<file path="config.mk">
export PLATFORM = sky130hd
export DESIGN_NAME = vga_paint_core_flat
export DESIGN_NICKNAME = d
export VERILOG_FILES = /design/src/rtl/vga_pkg.sv /design/src/rtl/vga_paint_core_if.sv /design/src/rtl/vga_timing.sv /design/src/rtl/vga_paint_core.sv /design/src/flat_wrapper.sv
export SDC_FILE = /design/constraint.sdc
export NUM_CORES = 1
export LEC_CHECK = 0
export ABC_AREA = 1
export CORE_MARGIN = 4
export CORE_UTILIZATION = 35
export CTS_CLUSTER_DIAMETER = 40
export DETAILED_ROUTE_END_ITERATION = 6
export SYNTH_ARGS = -nofsm -noshare
export SYNTH_HDL_FRONTEND = slang
export SYNTH_SLANG_ARGS = --single-unit
</file>
<file path="constraint.sdc">
create_clock -name clk -period 3.7 [get_ports clk]
set_input_delay 0.74 -clock clk [delete_from_list [all_inputs] [get_ports clk]]
set_output_delay 0.74 -clock clk [all_outputs]
set_load 0.1 [all_outputs]
</file>
<file path="src/rtl/vga_pkg.sv">
// vga_pkg: default 640x480 timing constants, raster total derivation and colour expansion
package vga_pkg;
  localparam int DEF_DIV = 4;
  localparam int DEF_H_ACTIVE = 640, DEF_H_FP = 16, DEF_H_SYNC = 96, DEF_H_BP = 48;
  localparam int DEF_V_ACTIVE = 480, DEF_V_FP = 10, DEF_V_SYNC = 2, DEF_V_BP = 33;
  function automatic int span(input int a, input int b, input int c, input int d);
    return a + b + c + d;
  endfunction
  function automatic logic [15:0] ch_expand(input logic b, input int unsigned w);
    return b ? ~(16'hffff << w) : 16'h0000;
  endfunction
endpackage

</file>
<file path="src/rtl/vga_paint_core_if.sv">
// vga_paint_core_if: cursor inputs and pixel outputs between the input logic and the VGA pins
interface vga_paint_core_if #(
  parameter int POS_W = 10,
  parameter int CH_W = 3,
  parameter int SIZE_W = 2
);
  logic [POS_W-1:0] x_pos, y_pos, hcount, vcount;
  logic [2:0] color;
  logic tool_on, hsync, vsync, active, frame_start;
  logic [SIZE_W-1:0] size_sel;
  logic [CH_W-1:0] red, green, blue;
  modport master(
    output x_pos, y_pos, color, tool_on, size_sel,
    input red, green, blue, hsync, vsync, active, hcount, vcount, frame_start
  );
  modport slave(
    input x_pos, y_pos, color, tool_on, size_sel,
    output red, green, blue, hsync, vsync, active, hcount, vcount, frame_start
  );
endinterface

</file>
<file path="src/rtl/vga_timing.sv">
// vga_timing: pixel enable divider, h/v raster counters, raw sync/active and frame boundary strobe
module vga_timing
  import vga_pkg::*;
#(
  parameter int DIV = DEF_DIV,
  parameter int H_ACTIVE = DEF_H_ACTIVE, H_FP = DEF_H_FP, H_SYNC = DEF_H_SYNC, H_BP = DEF_H_BP,
  parameter int V_ACTIVE = DEF_V_ACTIVE, V_FP = DEF_V_FP, V_SYNC = DEF_V_SYNC, V_BP = DEF_V_BP,
  parameter bit SYNC_POL = 1'b0,
  parameter int POS_W = 10
) (
  input  logic clk,
  input  logic clr,
  output logic pix_ce,
  output logic [POS_W-1:0] h,
  output logic [POS_W-1:0] v,
  output logic hs,
  output logic vs,
  output logic act,
  output logic bnd
);
  localparam int DW = DIV > 1 ? $clog2(DIV) : 1;
  localparam int H_TOTAL = span(H_ACTIVE, H_FP, H_SYNC, H_BP);
  localparam int V_TOTAL = span(V_ACTIVE, V_FP, V_SYNC, V_BP);
  localparam logic [POS_W-1:0] H_LAST = POS_W'(H_TOTAL - 1), V_LAST = POS_W'(V_TOTAL - 1);
  localparam logic [POS_W-1:0] HA = POS_W'(H_ACTIVE), VA = POS_W'(V_ACTIVE);
  localparam logic [POS_W-1:0] HS0 = POS_W'(H_ACTIVE + H_FP), HS1 = POS_W'(H_ACTIVE + H_FP + H_SYNC);
  localparam logic [POS_W-1:0] VS0 = POS_W'(V_ACTIVE + V_FP), VS1 = POS_W'(V_ACTIVE + V_FP + V_SYNC);
  logic [DW-1:0] div_cnt;
  always_comb begin
    pix_ce = div_cnt == DW'(DIV - 1);
    bnd = pix_ce && h == H_LAST && v == V_LAST;
    act = h < HA && v < VA;
    hs = (h >= HS0 && h < HS1) ? SYNC_POL : ~SYNC_POL;
    vs = (v >= VS0 && v < VS1) ? SYNC_POL : ~SYNC_POL;
  end
  always_ff @(posedge clk)
    if (clr) begin
      div_cnt <= '0;
      h <= '0;
      v <= '0;
    end else begin
      div_cnt <= pix_ce ? '0 : div_cnt + 1'b1;
      if (pix_ce) begin
        h <= h == H_LAST ? '0 : h + 1'b1;
        if (h == H_LAST) v <= v == V_LAST ? '0 : v + 1'b1;
      end
    end
endmodule

</file>
<file path="src/rtl/vga_paint_core.sv">
// vga_paint_core: VGA raster with a brush cursor whose state is latched once per frame
module vga_paint_core
  import vga_pkg::*;
#(
  parameter int DIV = DEF_DIV,
  parameter int H_ACTIVE = DEF_H_ACTIVE, H_FP = DEF_H_FP, H_SYNC = DEF_H_SYNC, H_BP = DEF_H_BP,
  parameter int V_ACTIVE = DEF_V_ACTIVE, V_FP = DEF_V_FP, V_SYNC = DEF_V_SYNC, V_BP = DEF_V_BP,
  parameter bit SYNC_POL = 1'b0,
  parameter int POS_W = 10,
  parameter int CH_W = 3,
  parameter int SIZE_W = 2,
  parameter int BASE_R = 2,
  parameter int BLINK_FRAMES = 30,
  parameter logic [2:0] BG = 3'b000
) (
  input logic clk,
  input logic clr,
  vga_paint_core_if.slave bus
);
  localparam int RW = POS_W + SIZE_W;
  localparam int BW = BLINK_FRAMES > 1 ? $clog2(BLINK_FRAMES) : 1;
  logic pix_ce, bnd, hs, vs, act, ts, blink, in_brush, on_rim;
  logic [POS_W-1:0] h, v, xs, ys;
  logic [2:0] cs, pc;
  logic [SIZE_W-1:0] ss;
  logic [BW-1:0] bcnt;
  logic [RW-1:0] r, dx, dy;
  vga_timing #(
    .DIV(DIV), .H_ACTIVE(H_ACTIVE), .H_FP(H_FP), .H_SYNC(H_SYNC), .H_BP(H_BP),
    .V_ACTIVE(V_ACTIVE), .V_FP(V_FP), .V_SYNC(V_SYNC), .V_BP(V_BP),
    .SYNC_POL(SYNC_POL), .POS_W(POS_W)
  ) u_timing (
    .clk(clk), .clr(clr), .pix_ce(pix_ce), .h(h), .v(v),
    .hs(hs), .vs(vs), .act(act), .bnd(bnd)
  );
  // Unsigned distance, no edge wrap: a cursor near column 0 is clipped, never mirrored
  always_comb begin
    r = RW'(BASE_R) << ss;
    dx = RW'(h > xs ? h - xs : xs - h);
    dy = RW'(v > ys ? v - ys : ys - v);
    in_brush = dx <= r && dy <= r;
    on_rim = in_brush && (dx == r || dy == r);
    pc = !act ? 3'b000 : ((ts && in_brush) || (!ts && on_rim && !blink)) ? cs : BG;
  end
  always_ff @(posedge clk)
    if (clr) begin
      bus.red <= '0;
      bus.green <= '0;
      bus.blue <= '0;
      bus.hsync <= ~SYNC_POL;
      bus.vsync <= ~SYNC_POL;
      bus.active <= 1'b0;
      bus.hcount <= '0;
      bus.vcount <= '0;
      bus.frame_start <= 1'b0;
      xs <= '0;
      ys <= '0;
      cs <= '0;
      ts <= 1'b0;
      ss <= '0;
      bcnt <= '0;
      blink <= 1'b0;
    end else begin
      bus.frame_start <= pix_ce && h == '0 && v == '0;
      if (pix_ce) begin
        bus.red <= CH_W'(ch_expand(pc[2], CH_W));
        bus.green <= CH_W'(ch_expand(pc[1], CH_W));
        bus.blue <= CH_W'(ch_expand(pc[0], CH_W));
        bus.hsync <= hs;
        bus.vsync <= vs;
        bus.active <= act;
        bus.hcount <= h;
        bus.vcount <= v;
      end
      if (bnd) begin
        xs <= bus.x_pos;
        ys <= bus.y_pos;
        cs <= bus.color;
        ts <= bus.tool_on;
        ss <= bus.size_sel;
        bcnt <= bcnt == BW'(BLINK_FRAMES - 1) ? '0 : bcnt + 1'b1;
        if (bcnt == BW'(BLINK_FRAMES - 1)) blink <= ~blink;
      end
    end
endmodule

</file>
<file path="src/flat_wrapper.sv">
// flat-port wrapper written by rule: the top's interface ports become plain ports
module vga_paint_core_flat import vga_pkg::*;
#(
  parameter int DIV = DEF_DIV,
  parameter int H_ACTIVE = DEF_H_ACTIVE, H_FP = DEF_H_FP, H_SYNC = DEF_H_SYNC, H_BP = DEF_H_BP,
  parameter int V_ACTIVE = DEF_V_ACTIVE, V_FP = DEF_V_FP, V_SYNC = DEF_V_SYNC, V_BP = DEF_V_BP,
  parameter bit SYNC_POL = 1'b0,
  parameter int POS_W = 10,
  parameter int CH_W = 3,
  parameter int SIZE_W = 2,
  parameter int BASE_R = 2,
  parameter int BLINK_FRAMES = 30,
  parameter logic [2:0] BG = 3'b000
)
  (clk, clr, bus_x_pos, bus_y_pos, bus_color, bus_tool_on, bus_size_sel, bus_red, bus_green, bus_blue, bus_hsync, bus_vsync, bus_active, bus_hcount, bus_vcount, bus_frame_start);
  vga_paint_core_if #(.POS_W(POS_W), .CH_W(CH_W), .SIZE_W(SIZE_W)) bus_i ();
  input logic clk;
  input logic clr;
  input wire logic [$bits(bus_i.x_pos)-1:0] bus_x_pos;
  input wire logic [$bits(bus_i.y_pos)-1:0] bus_y_pos;
  input wire logic [$bits(bus_i.color)-1:0] bus_color;
  input wire logic [$bits(bus_i.tool_on)-1:0] bus_tool_on;
  input wire logic [$bits(bus_i.size_sel)-1:0] bus_size_sel;
  output wire logic [$bits(bus_i.red)-1:0] bus_red;
  output wire logic [$bits(bus_i.green)-1:0] bus_green;
  output wire logic [$bits(bus_i.blue)-1:0] bus_blue;
  output wire logic [$bits(bus_i.hsync)-1:0] bus_hsync;
  output wire logic [$bits(bus_i.vsync)-1:0] bus_vsync;
  output wire logic [$bits(bus_i.active)-1:0] bus_active;
  output wire logic [$bits(bus_i.hcount)-1:0] bus_hcount;
  output wire logic [$bits(bus_i.vcount)-1:0] bus_vcount;
  output wire logic [$bits(bus_i.frame_start)-1:0] bus_frame_start;
  assign bus_i.x_pos = bus_x_pos;
  assign bus_i.y_pos = bus_y_pos;
  assign bus_i.color = bus_color;
  assign bus_i.tool_on = bus_tool_on;
  assign bus_i.size_sel = bus_size_sel;
  assign bus_red = bus_i.red;
  assign bus_green = bus_i.green;
  assign bus_blue = bus_i.blue;
  assign bus_hsync = bus_i.hsync;
  assign bus_vsync = bus_i.vsync;
  assign bus_active = bus_i.active;
  assign bus_hcount = bus_i.hcount;
  assign bus_vcount = bus_i.vcount;
  assign bus_frame_start = bus_i.frame_start;
  vga_paint_core #(.DIV(DIV), .H_ACTIVE(H_ACTIVE), .H_FP(H_FP), .H_SYNC(H_SYNC), .H_BP(H_BP), .V_ACTIVE(V_ACTIVE), .V_FP(V_FP), .V_SYNC(V_SYNC), .V_BP(V_BP), .SYNC_POL(SYNC_POL), .POS_W(POS_W), .CH_W(CH_W), .SIZE_W(SIZE_W), .BASE_R(BASE_R), .BLINK_FRAMES(BLINK_FRAMES), .BG(BG)) u_core (.clk(clk), .clr(clr), .bus(bus_i));
endmodule
</file>
Yosys cells after proc, flatten, opt, wreduce, memory -nomap -nowiden
Cells that the tools add are included.
{"block": "op_classes", "add_sub_neg": 8, "mul": 0, "div": 0, "order_cmp": 10, "eq_ne": 6, "shift": 1, "muxes": 12, "bitwise": 1, "reduce_logical": 21}
{"cell": "subtractor 10 x 10 -> 11 bit", "n": 4}
{"cell": "== test 12 bit", "n": 2}
{"cell": "less-or-equal comparator 12 bit", "n": 2}
{"cell": "2-to-1 mux 12 bit", "n": 2}
{"cell": "adder 10 x 1 -> 10 bit, second input constant", "n": 2}
{"cell": "== test 10 bit, second input constant", "n": 2}
{"cell": "greater-than comparator 10 bit", "n": 2}
{"cell": "logical NOT 10 bit", "n": 2}
{"cell": "less-than comparator 10 bit, second input constant", "n": 2}
{"cell": "less-than comparator 10 x 9 -> 1 bit, second input constant", "n": 2}
{"cell": "2-to-1 mux 10 bit", "n": 2}
{"cell": "2-to-1 mux 3 bit", "n": 5}
{"cell": "logical AND 1 bit", "n": 12}
{"cell": "<< shifter 2 x 2 -> 12 bit, first input constant", "n": 1}
{"cell": "greater-or-equal comparator 10 bit, second input constant", "n": 1}
{"cell": "greater-or-equal comparator 10 x 9 -> 1 bit, second input constant", "n": 1}
{"cell": "adder 5 x 1 -> 5 bit, second input constant", "n": 1}
{"cell": "== test 5 bit, second input constant", "n": 1}
{"cell": "2-to-1 mux 5 bit", "n": 1}
{"cell": "AND reduction 2 bit", "n": 2}
{"cell": "adder 2 x 1 -> 2 bit, second input constant", "n": 1}
{"cell": "== test 2 bit, second input constant", "n": 1}
{"cell": "logical NOT 1 bit", "n": 2}
{"cell": "logical OR 1 bit", "n": 2}
{"cell": "3 further kinds", "n": 4}
{"block": "totals", "regBits": 87, "latch_bits": 0, "ramBits": 0, "romBits": 0, "in_bits": 28, "out_inout_bits": 33, "word_cells": 78, "memories": 0}

Longest topological paths before layout
Gate-level depths: netlist of run 1.
{"block": "depth", "word_depth": 11, "depth_mapped": 24, "mapped_depth_nobuf": 23}

Modules after synthesis
Synthesis of run 1 repeated with hierarchy kept, for this count alone.
{"block": "hier_totals", "cells_unflattened": 950, "hier_area_um2": 6028.3}
{"mod": "vga_paint_core", "n_inst": 1, "cells_per_inst": 766, "area_per_inst_um2": 4807.1, "seq_area_each_um2": 1181.1}
{"mod": "vga_timing", "n_inst": 1, "cells_per_inst": 184, "area_per_inst_um2": 1221.2, "seq_area_each_um2": 440.4}

Worst setup path after synthesis of run 1
Ideal clock, no wire load.
{"block": "synth_path", "path_type": "register -> register", "from": "register u_core.u_timing.v[3]", "to": "register u_core.bus.blue[1]", "setup_ns": 0.061, "arrival_time_ns": 2.980, "required_time_ns": 3.639, "setup_slack_ns": 0.659, "stages_incl_launch_ff": 23, "path_buffers": 1, "synth_period_minus_slack_ns": 3.041, "path_cell_list": "dfxtp_1 > inv_1 > ha_1 > clkbuf_8 > nand2_1 > nor2_2 > and2_1 > nand2_1 > nand3_2 > nand2_4 > mux2i_1 > xor2_1 > inv_1 > ha_1 > a21oi_1 > o21ai_0 > nand2_1 > nand2_1 > a21oi_1 > nand4_2 > nor2_4 > nand3_1 > nand2_1"}
{"block": "synth_via", "elab_chain_len": 11, "elab_cells_between_ends": 18, "cone_classes": "add/sub (2); order compare (3); eq/ne (1); mux (4); reduce/logical (8)"}
{"item": "from (decl)", "line": "vga_timing.sv:15", "rtl": "output logic [POS_W-1:0] v,"}
{"item": "from (signal assigned)", "line": "vga_timing.sv:45", "rtl": "if (h == H_LAST) v <= v == V_LAST ? '0 : v + 1'b1;"}
{"item": "subtractor 10 x 10 -> 11 bit / greater-than comparator 10 bit (equally long branches)", "line": "vga_paint_core.sv:40", "rtl": "dy = RW'(v > ys ? v - ys : ys - v);"}
{"item": "2-to-1 mux 12 bit", "line": "vga_paint_core.sv:40"}
{"item": "less-or-equal comparator 12 bit / == test 12 bit (equally long branches)", "line": "vga_paint_core.sv:41, vga_paint_core.sv:42"}
{"item": "logical AND 1 bit / logical OR 1 bit (equally long branches)", "line": "vga_paint_core.sv:41, vga_paint_core.sv:42"}
{"item": "logical AND 1 bit", "line": "vga_paint_core.sv:42", "rtl": "on_rim = in_brush && (dx == r || dy == r);"}
{"item": "logical AND 1 bit (2 in series)", "line": "vga_paint_core.sv:43", "rtl": "pc = !act ? 3'b000 : ((ts && in_brush) || (!ts && on_rim && !blink)) ? cs : BG;"}
{"item": "logical OR 1 bit", "line": "vga_paint_core.sv:43"}
{"item": "2-to-1 mux 3 bit", "line": "vga_paint_core.sv:43"}
{"item": "2-to-1 mux 3 bit (*)", "line": "vga_paint_core.sv:43"}
{"item": "2-to-1 mux 3 bit (*)", "line": "vga_pkg.sv:10", "rtl": "return b ? ~(16'hffff << w) : 16'h0000;"}
{"item": "to (signal assigned)", "line": "vga_paint_core.sv:68", "rtl": "bus.blue <= CH_W'(ch_expand(pc[0], CH_W));"}
{"item": "to (decl)", "line": "vga_paint_core_if.sv:18", "rtl": "output red, green, blue, hsync, vsync, active, hcount, vcount, frame_start"}
Mark *: on every way between the ends. The rest lies on a longest branch, timed or not.
A chain may end at the register's enable or synchronous reset.

Worst setup path after layout of run 1
{"block": "layout_path", "from": "register u_core.u_timing.v[2]", "to": "register u_core.bus.blue[1]"}
Same word-level chain as after synthesis.

==> metrics, run 1 <==
Filler cells=~1700; slowest stage delay, CP=~0.44 ns; CP endpoint kind=flop; EDFF count, synth=0; CTS max path bufs=2; DR DRC count=0; Clock Latency Late Sink=approximately 0.35 ns; cell row count=46; Power Density=303 nW/um^2; Initial Utilization=35.8%; Syn-to-layout area delta=19.3%; CTS buffer count=9; Synthesis Warnings=0; final layout net count=between 1000 and 1500; share of layout cells above drive strength 1=between 4 and 5%; final non-filler cell total=between 1000 and 1500; DPL Wire Length=between 10 and 15 mm; Design Area, Final=roughly 6800 sq um; Synth Cell Area=around 5700 sq um; unrepaired setup endpoints after global routing=no; sum of buffers and inverters on the critical path=2; initial antenna violation count=0; Worst path slowest cell=ha_1; Area after DPL=around 6500 sq um; Worst Path Arrival=between 3 and 4 ns; CTS sink count=81; clock skew=between 0.009 and 0.01 ns; worst min-delay path class=reg2reg; Syn Inst Count=~860; Tot Pwr=between 2 and 2.5 mW; critical-path maximum fanout=10; vias in the first global route=between 5000 and 6000; Worst R2R Setup Slack=roughly 0.36 ns; Post-Route Setup TNS=0 ns; largest net degree at the start of global routing=32; syn_nets=approximately 950; Layout Utilization=about 43%; Remaining Overflow, GRT=0; Pleak=3.18 nW; routed via count=between 5000 and 6000; die height=between 100 and 150 microns; Yosys cell types=44; Most used DFF post-synth=dfxtp_1; final hold slack=roughly 0.43 ns; Post-CTS Setup Bufs=0; Final min period=~3.3 ns; Worst path most repeated cell=nand2_1; Peak Freq=roughly 300 MHz; CTS tree=yes; # port buffers=60; antenna cells=0; required time worst endpoint=3.99 ns; Placed Cells=roughly 1100; total of max-cap violations=0; GRT Total Usage=roughly 18%; synthesized flop and latch total=slightly above 80; dpl ws=0.380 ns; max_slew headroom=a little under a third; critical path launch point type=flop; overall routed net length=roughly 16 mm; GP Congestion=roughly 0.9; Setup violations, final=0; DIE WIDTH=136 microns; CP Cell Sequence=inv_1 > ha_1 > nand2_1 > nand3_1 > nand2_1 > nand3_2 > nand2_4 > mux2i_1 > xor2_1 > inv_1 > ha_1 > a21oi_1 > o21ai_0 > nand2_1 > nand2_1 > a21oi_1 > nand4_2 > nor2_4 > nand3_1 > nand2_1; sequential area share after synthesis=between 20 and 30%; Final Cycle Share=90.2%; Post-Syn Area per Cell=~6.6 sq um; drt pass-1 iters=5; Max rail drop VDD=0.243 mV; Clock Tree Root=clkbuf_16; crit-path leading delay family=simple AND/OR/NAND/NOR gates; Final Max Slew Viols=0; wire per inst=14.1 microns; Core Area=between 15000 and 20000 sq um; Crit Path Category=reg2reg; Final Hold Viols=0; first-pass GRT wire length=around 26 mm; Ports=61; via/cell ratio=4.79; CTS clk-pin slew, worst paths=0.07 ns; Worst-Margin Slew=around 1 ns; status=finished clean; antenna-violating nets left=0; async set-reset flop share out of synthesis=0%; Total Die Area=approximately 18000 sq um; H-tree depth=3; initial DRC count=approximately 380; worst setup margin=0.362 ns
[synth_stat cells, drive strengths merged (2+ instances only)]
library cell | instances | area share, %
nor2 | 66 | 4.6
ha | 55 | 12
nand4 | 16 | 1.9
xnor2 | 3 | 0.46
clkbuf | 8 | 0.70
nor3b | 3 | 0.40
a21oi | 38 | 3.3
inv | 134 | 8.8
nor3 | 16 | 1.6
o21ai | 59 | 5.2
o32ai | 2 | 0.44
fa | 4 | 1.4
nand2 | 248 | 17
dfxtp | 81 | 28
and3 | 2 | 0.22
mux2i | 5 | 0.88
buf | 15 | 1.7
nand3 | 84 | 7.6
xor2 | 11 | 1.7
[kinds of logic after synthesis]
logic type / after synthesis / share of synthesized area (%)
buffers and inverters: 157 / 11.2
adders and majority gates: 59 / 13.5
muxes: 5 / 0.880
and+or+nand+nor: 440 / 33.5
AOI/OAI and AO/OA: 108 / 10.2
xor gates and xnor gates: 14 / 2.15
DFF: 81 / 28.5
[what timing repair did]
action                                  in CTS  in global routing
gates resized for setup                      0                  1
endpoints found under the setup margin       0                  1
hold buffers                                 0                  0
[path summary, 6_finish.rpt]
check                                        startpoint                                    end  cells after the start
hold reg to reg   u_core.u_timing.div_cnt[0]$_SDFF_PP0_  u_core.u_timing.div_cnt[0]$_SDFF_PP0_                      1
setup / recovery      u_core.u_timing.v[2]$_SDFFE_PP0P_        u_core.bus.blue[1]$_SDFFE_PP0P_                     20
setup reg to reg      u_core.u_timing.v[2]$_SDFFE_PP0P_        u_core.bus.blue[1]$_SDFFE_PP0P_                     20
hold / removal    u_core.u_timing.div_cnt[0]$_SDFF_PP0_  u_core.u_timing.div_cnt[0]$_SDFF_PP0_                      1
[cell type report]
type / instances / area (sq um) / area share [%]
timing repair buffer: 64 / 631 / 9.29
inverter: 134 / 503 / 7.41
tap: 216 / 270 / 3.98
sequential: 81 / 1620 / 23.9
clock buffer: 9 / 225 / 3.32
clock inverter: 7 / 103 / 1.51
multi-input combinational: 626 / 3440 / 50.6
[worst register-to-register path: stages (launching register included)]
cell and delay, ns:
dfxtp_1 0.39, inv_1 0.15, ha_1 0.45, nand2_1 0.12
nand3_1 0.17, nand2_1 0.13, nand3_2 0.08, nand2_4 0.15
mux2i_1 0.23, xor2_1 0.16, inv_1 0.06, ha_1 0.32
a21oi_1 0.14, o21ai_0 0.09, nand2_1 0.06, nand2_1 0.04
a21oi_1 0.15, nand4_2 0.15, nor2_4 0.14, nand3_1 0.07
nand2_1 0.05
[flip-flops by register name, indices dropped and copies added (netlist names), 2 cells and up]
signal / cells
u_core.bus.hcount: 10
u_core.bus.vcount: 10
u_core.ss: 2
u_core.bcnt: 5
u_core.xs: 10
u_core.cs: 3
u_core.ys: 10
u_core.u_timing.v: 10
u_core.u_timing.h: 10
u_core.u_timing.div_cnt: 2
[layout by cell type, fill, tap and decap left out, types with 2 or more instances in the layout]
cell	count
clkinv_4	3
nor2_2	4
clkbuf_16	9
xnor2_1	3
bufinv_16	2
fa_1	4
and3_1	2
nor3b_1	3
o21ai_0	59
mux2i_1	5
nor2_1	61
ha_1	54
a21oi_1	38
nand3_1	82
nor3_1	15
clkdlybuf4s50_1	60
nand2_2	4
inv_1	126
dfxtp_1	81
nand3_2	2
xor2_1	11
nand2_1	243
nand4_1	15
inv_2	8
buf_4	4
[routing by layer]
layer,share of wire (%),global-route usage (%)
met1,51,26.3
met5,0,0
met2,42,26.7
met4,2.5,6.83
met3,4.8,2.53
[report_power, final]
| part | internal, mW | switching [mW] |
|---|---|---|
| sequential | 0.878 | 0.00358 |
| clock | 0.598 | 0.405 |
| combinational | 0.0690 | 0.104 |
Power figures use the tool's default switching activity.
==> run 2, diff against run 1 <==
--- a/config.mk
+++ b/config.mk
@@ -10,6 +10,8 @@
 export CORE_UTILIZATION = 35
 export CTS_CLUSTER_DIAMETER = 40
 export DETAILED_ROUTE_END_ITERATION = 6
+export SLEW_MARGIN = 20
 export SYNTH_ARGS = -nofsm -noshare
 export SYNTH_HDL_FRONTEND = slang
+export SYNTH_HIERARCHICAL = 1
 export SYNTH_SLANG_ARGS = --single-unit
==> metrics, run 2 <==
Final min period=3.32 ns (was 3.34 ns); most frequent cell after synthesis=nand2_1 (unchanged); hold path depth=1 (unchanged); antenna-violating nets left=0 (unchanged); Synth top area share=26.9% (was 28.5%); first-pass GRT wire length=29.0 mm (was 26.1 mm); Clock Latency Late Sink=0.34 ns (was 0.35 ns); DR DRC count=0 (unchanged); Yosys cell types=39 (was 44); Worst path slowest cell=dfxtp_1 (was ha_1); GP Congestion=0.928 (was 0.916); r2r endpoint=u_core/bus.green[1]$_SDFFE_PP0P_ (was u_core.bus.blue[1]$_SDFFE_PP0P_); CTS clk-pin slew, worst paths=0.06 ns (was 0.07 ns); CP Cell Sequence=inv_1 > ha_1 > nand2_1 > inv_2 > nand2_1 > nor2_1 > nand2_1 > nand3_2 > nand2_4 > o21ai_0 > xor2_1 > inv_1 > ha_1 > a21oi_1 > o21ai_0 > nand4_1 > nand2_1 > a21o_1 > nor2_2 > nand3_1 > a21oi_1 (was inv_1 > ha_1 > nand2_1 > nand3_1 > nand2_1 > nand3_2 > nand2_4 > mux2i_1 > xor2_1 > inv_1 > ha_1 > a21oi_1 > o21ai_0 > nand2_1 > nand2_1 > a21oi_1 > nand4_2 > nor2_4 > nand3_1 > nand2_1); mux cell area share after synthesis=0.664% (was 0.880%); critical-path maximum fanout=11 (was 10); Tot Pwr=2.19 mW (was 2.06 mW); unrepaired setup endpoints after global routing=no (unchanged); clock skew=0.00548 ns (was 0.00953 ns); largest family of logic cells by synthesized area=simple AND/OR/NAND/NOR gates (unchanged); Synthesis Warnings=6 (was 0); DIE WIDTH=139 microns (was 136 microns); EDFF count, synth=0 (unchanged); # port buffers=60 (unchanged); GRT Total Usage=18.1% (was 18.0%); Synth area leaders=dfxtp_1 (27%), nand2_1 (16%), ha_1 (11%) (was dfxtp_1 (28%), nand2_1 (16%), ha_1 (12%)); routed via count=6092 (was 5447); wire per inst=14.1 microns (about the same); crit-path leading delay family=simple AND/OR/NAND/NOR gates (unchanged); Final Max Slew Viols=0 (unchanged); Setup violations, final=0 (unchanged); CP Launch Point=u_core/u_timing/v[3]$_SDFFE_PP0P_ (was u_core.u_timing.v[2]$_SDFFE_PP0P_); Total Die Area=19400 sq um (was 18400 sq um); die height=139 microns (was 136 microns); Area after DPL=6890 sq um (was 6460 sq um); Core Area=16800 sq um (was 15900 sq um); final layout net count=1099 (was 1003); Worst R2R Setup Slack=0.38 ns (was 0.36 ns); synthesized flop and latch total=81 (unchanged); largest net degree at the start of global routing=51 (was 32); Synth Cell Area=6030 sq um (was 5690 sq um); Design Area, Final=7230 sq um (was 6790 sq um); Syn-to-layout area delta=20.0% (was 19.3%); required time worst endpoint=3.97 ns (was 3.99 ns); via/cell ratio=4.92 (was 4.79); overall routed net length=17.5 mm (was 16.1 mm); r2r startpoint=u_core/u_timing/v[3]$_SDFFE_PP0P_ (was u_core.u_timing.v[2]$_SDFFE_PP0P_); top post-synthesis cells by count=nand2_1 (255), inv_1 (157), dfxtp_1 (81), a21oi_1 (79), nor2_1 (74) (was nand2_1 (243), inv_1 (126), nand3_1 (82), dfxtp_1 (81), nor2_1 (62)); Final Cycle Share=89.9% (was 90.2%); routed length on met1=8.90 mm (was 8.23 mm); Ports=61 (unchanged); syn_nets=1037 (was 951); cell row count=47 (was 46); async set-reset flop share out of synthesis=0% (unchanged); largest area contributor in the synthesized netlist=dfxtp_1 (unchanged); final hold slack=0.429 ns (about the same); CTS tree=yes (unchanged); Register-to-Register Path Depth=21 (was 20); DR top layer=met4 (unchanged); slowest stage delay, CP=0.42 ns (was 0.44 ns); Crit Path Category=reg2reg (unchanged); post-synthesis adder-cell area fraction=12.7% (was 13.5%); Peak Freq=301 MHz (was 300 MHz); Worst Path Arrival=3.59 ns (was 3.63 ns); Final Hold Viols=0 (unchanged); post-synthesis xor/xnor area fraction=1.45% (was 2.15%); Power Density=302 nW/um^2 (was 303 nW/um^2); Layout Utilization=43.2% (was 42.7%); CTS sink count=81 (unchanged); CP endpoint kind=flop (unchanged); Worst-Margin Slew=1.01 ns (was 1.02 ns); Initial Utilization=36.0% (was 35.8%); status=finished clean (unchanged); DPL Wire Length=13.6 mm (was 12.7 mm); H-tree depth=3 (unchanged); share of layout cells above drive strength 1=7.57% (was 4.89%); Post-Route Setup TNS=0 ns (unchanged); Syn Inst Count=950 (was 864); Remaining Overflow, GRT=0 (unchanged); CTS buffer count=9 (unchanged); max_slew headroom=32.2% (was 31.8%); dpl ws=0.285 ns (was 0.380 ns); sum of buffers and inverters on the critical path=3 (was 2); antenna cells=0 (unchanged); Post-Syn Area per Cell=6.35 sq um (was 6.59 sq um); Worst path most repeated cell=nand2_1 (unchanged); Pleak=3.43 nW (was 3.18 nW); CTS max path bufs=2 (unchanged); Hold Path End=u_core/u_timing/div_cnt[0]$_SDFF_PP0_ (was u_core.u_timing.div_cnt[0]$_SDFF_PP0_); critical path launch point type=flop (unchanged); final non-filler cell total=1237 (was 1137); Simple-Gate Fraction of Synth Area=32.3% (was 33.5%); worst setup margin=0.375 ns (was 0.362 ns); Max rail drop VDD=0.184 mV (was 0.243 mV); Placed Cells=1221 (was 1121); drt pass-1 iters=5 (unchanged); Post-CTS Setup Bufs=0 (unchanged); total of max-cap violations=0 (unchanged); most common cell after layout, fill and taps aside=nand2_1 (unchanged); sequential area share after synthesis=26.9% (was 28.5%); most frequent cells in the layout=nand2_1 (255), inv_1 (157), a21oi_1 (79), nor2_1 (73), dfxtp_1 (73) (was nand2_1 (243), inv_1 (126), nand3_1 (82), dfxtp_1 (81), nor2_1 (61)); post-synthesis compound-gate area fraction=13.1% (was 10.2%); worst min-delay path class=reg2reg (unchanged); initial antenna violation count=0 (unchanged); WL met2=7.47 mm (was 6.68 mm); initial DRC count=448 (was 384); Clock Tree Root=clkbuf_16 (unchanged); met3 WL=713 microns (was 771 microns); hold_sp=u_core/u_timing/div_cnt[0]$_SDFF_PP0_ (was u_core.u_timing.div_cnt[0]$_SDFF_PP0_); vias in the first global route=5905 (was 5138); Most used DFF post-synth=dfxtp_1 (unchanged); Filler cells=1765 (was 1740)
-- run 2: cell count changes in the layout (fill, tap and decap cells not counted), sizes merged, moves of 3 or more --
cell	before	now
a21oi	38	79
inv	135	161
buf	4	20
nand2	248	262
nor2	66	80
nand3	84	76
nor3	16	10
clkbuf	9	13
nor4	1	5
xor2	11	7
nand4	16	19
o21ai	59	62
-- run 2: how the worst max path moves through the flow --
stage / endpoint / slack, ns / cells past startpoint
4_1_cts: u_core/bus.blue[1]$_SDFFE_PP0P_ / 0.27 / 19
6_report: u_core/bus.green[1]$_SDFFE_PP0P_ / 0.38 / 21
3_3_place_gp: u_core/bus.red[1]$_SDFFE_PP0P_ / 0.33 / 20
3_5_place_dp: u_core/bus.green[1]$_SDFFE_PP0P_ / 0.29 / 19
2_1_floorplan: u_core/bus.blue[1]$_SDFFE_PP0P_ / 0.70 / 22
5_1_grt: u_core/bus.blue[1]$_SDFFE_PP0P_ / 0.003 / 20
-- run 2: what timing repair did --
action / in CTS / in global routing
endpoints found under the setup margin: 0 / 3
gates resized for setup: 0 / 17
hold buffers: 0 / 0
-- run 2: layout make-up --
cell class                      instances  area [sq um]  share of cell area (%)
Multi-Input combinational cell        678          3660                    50.6
Tap cell                              220           275                    3.81
Inverter                              162           609                    8.43
Clock buffer                           13           260                    3.60
Clock inverter                          3          46.3                   0.640
Sequential cell                        81          1630                    22.6
Timing Repair Buffer                   80           751                    10.4
-- run 2: kinds of logic (layout without fill, tap and decap cells) --
group | Yosys count | after routing
AO/OA/AOI/OAI | 150 | 150
XOR/XNOR | 10 | 10
adder cells (fa/ha/maj) | 59 | 59
buffers and inverters | 191 | 258
flip-flops | 81 | 81
multiplexers | 4 | 4
AND/OR/NAND/NOR | 455 | 455
-- run 2: routing by layer --
layer	GRT usage [%]	vias up
met5	0	-
met4	5.30	0
met3	3.46	28
met2	27.7	141
met1	25.8	2776
li1	-	3147
-- run 2: power breakdown --
group	internal [mW]	leakage [nW]	total, mW	switching, mW
Combinational	0.101	2.62	0.340	0.239
Clock	0.563	0.146	0.942	0.379
Sequential	0.893	0.659	0.904	0.0108
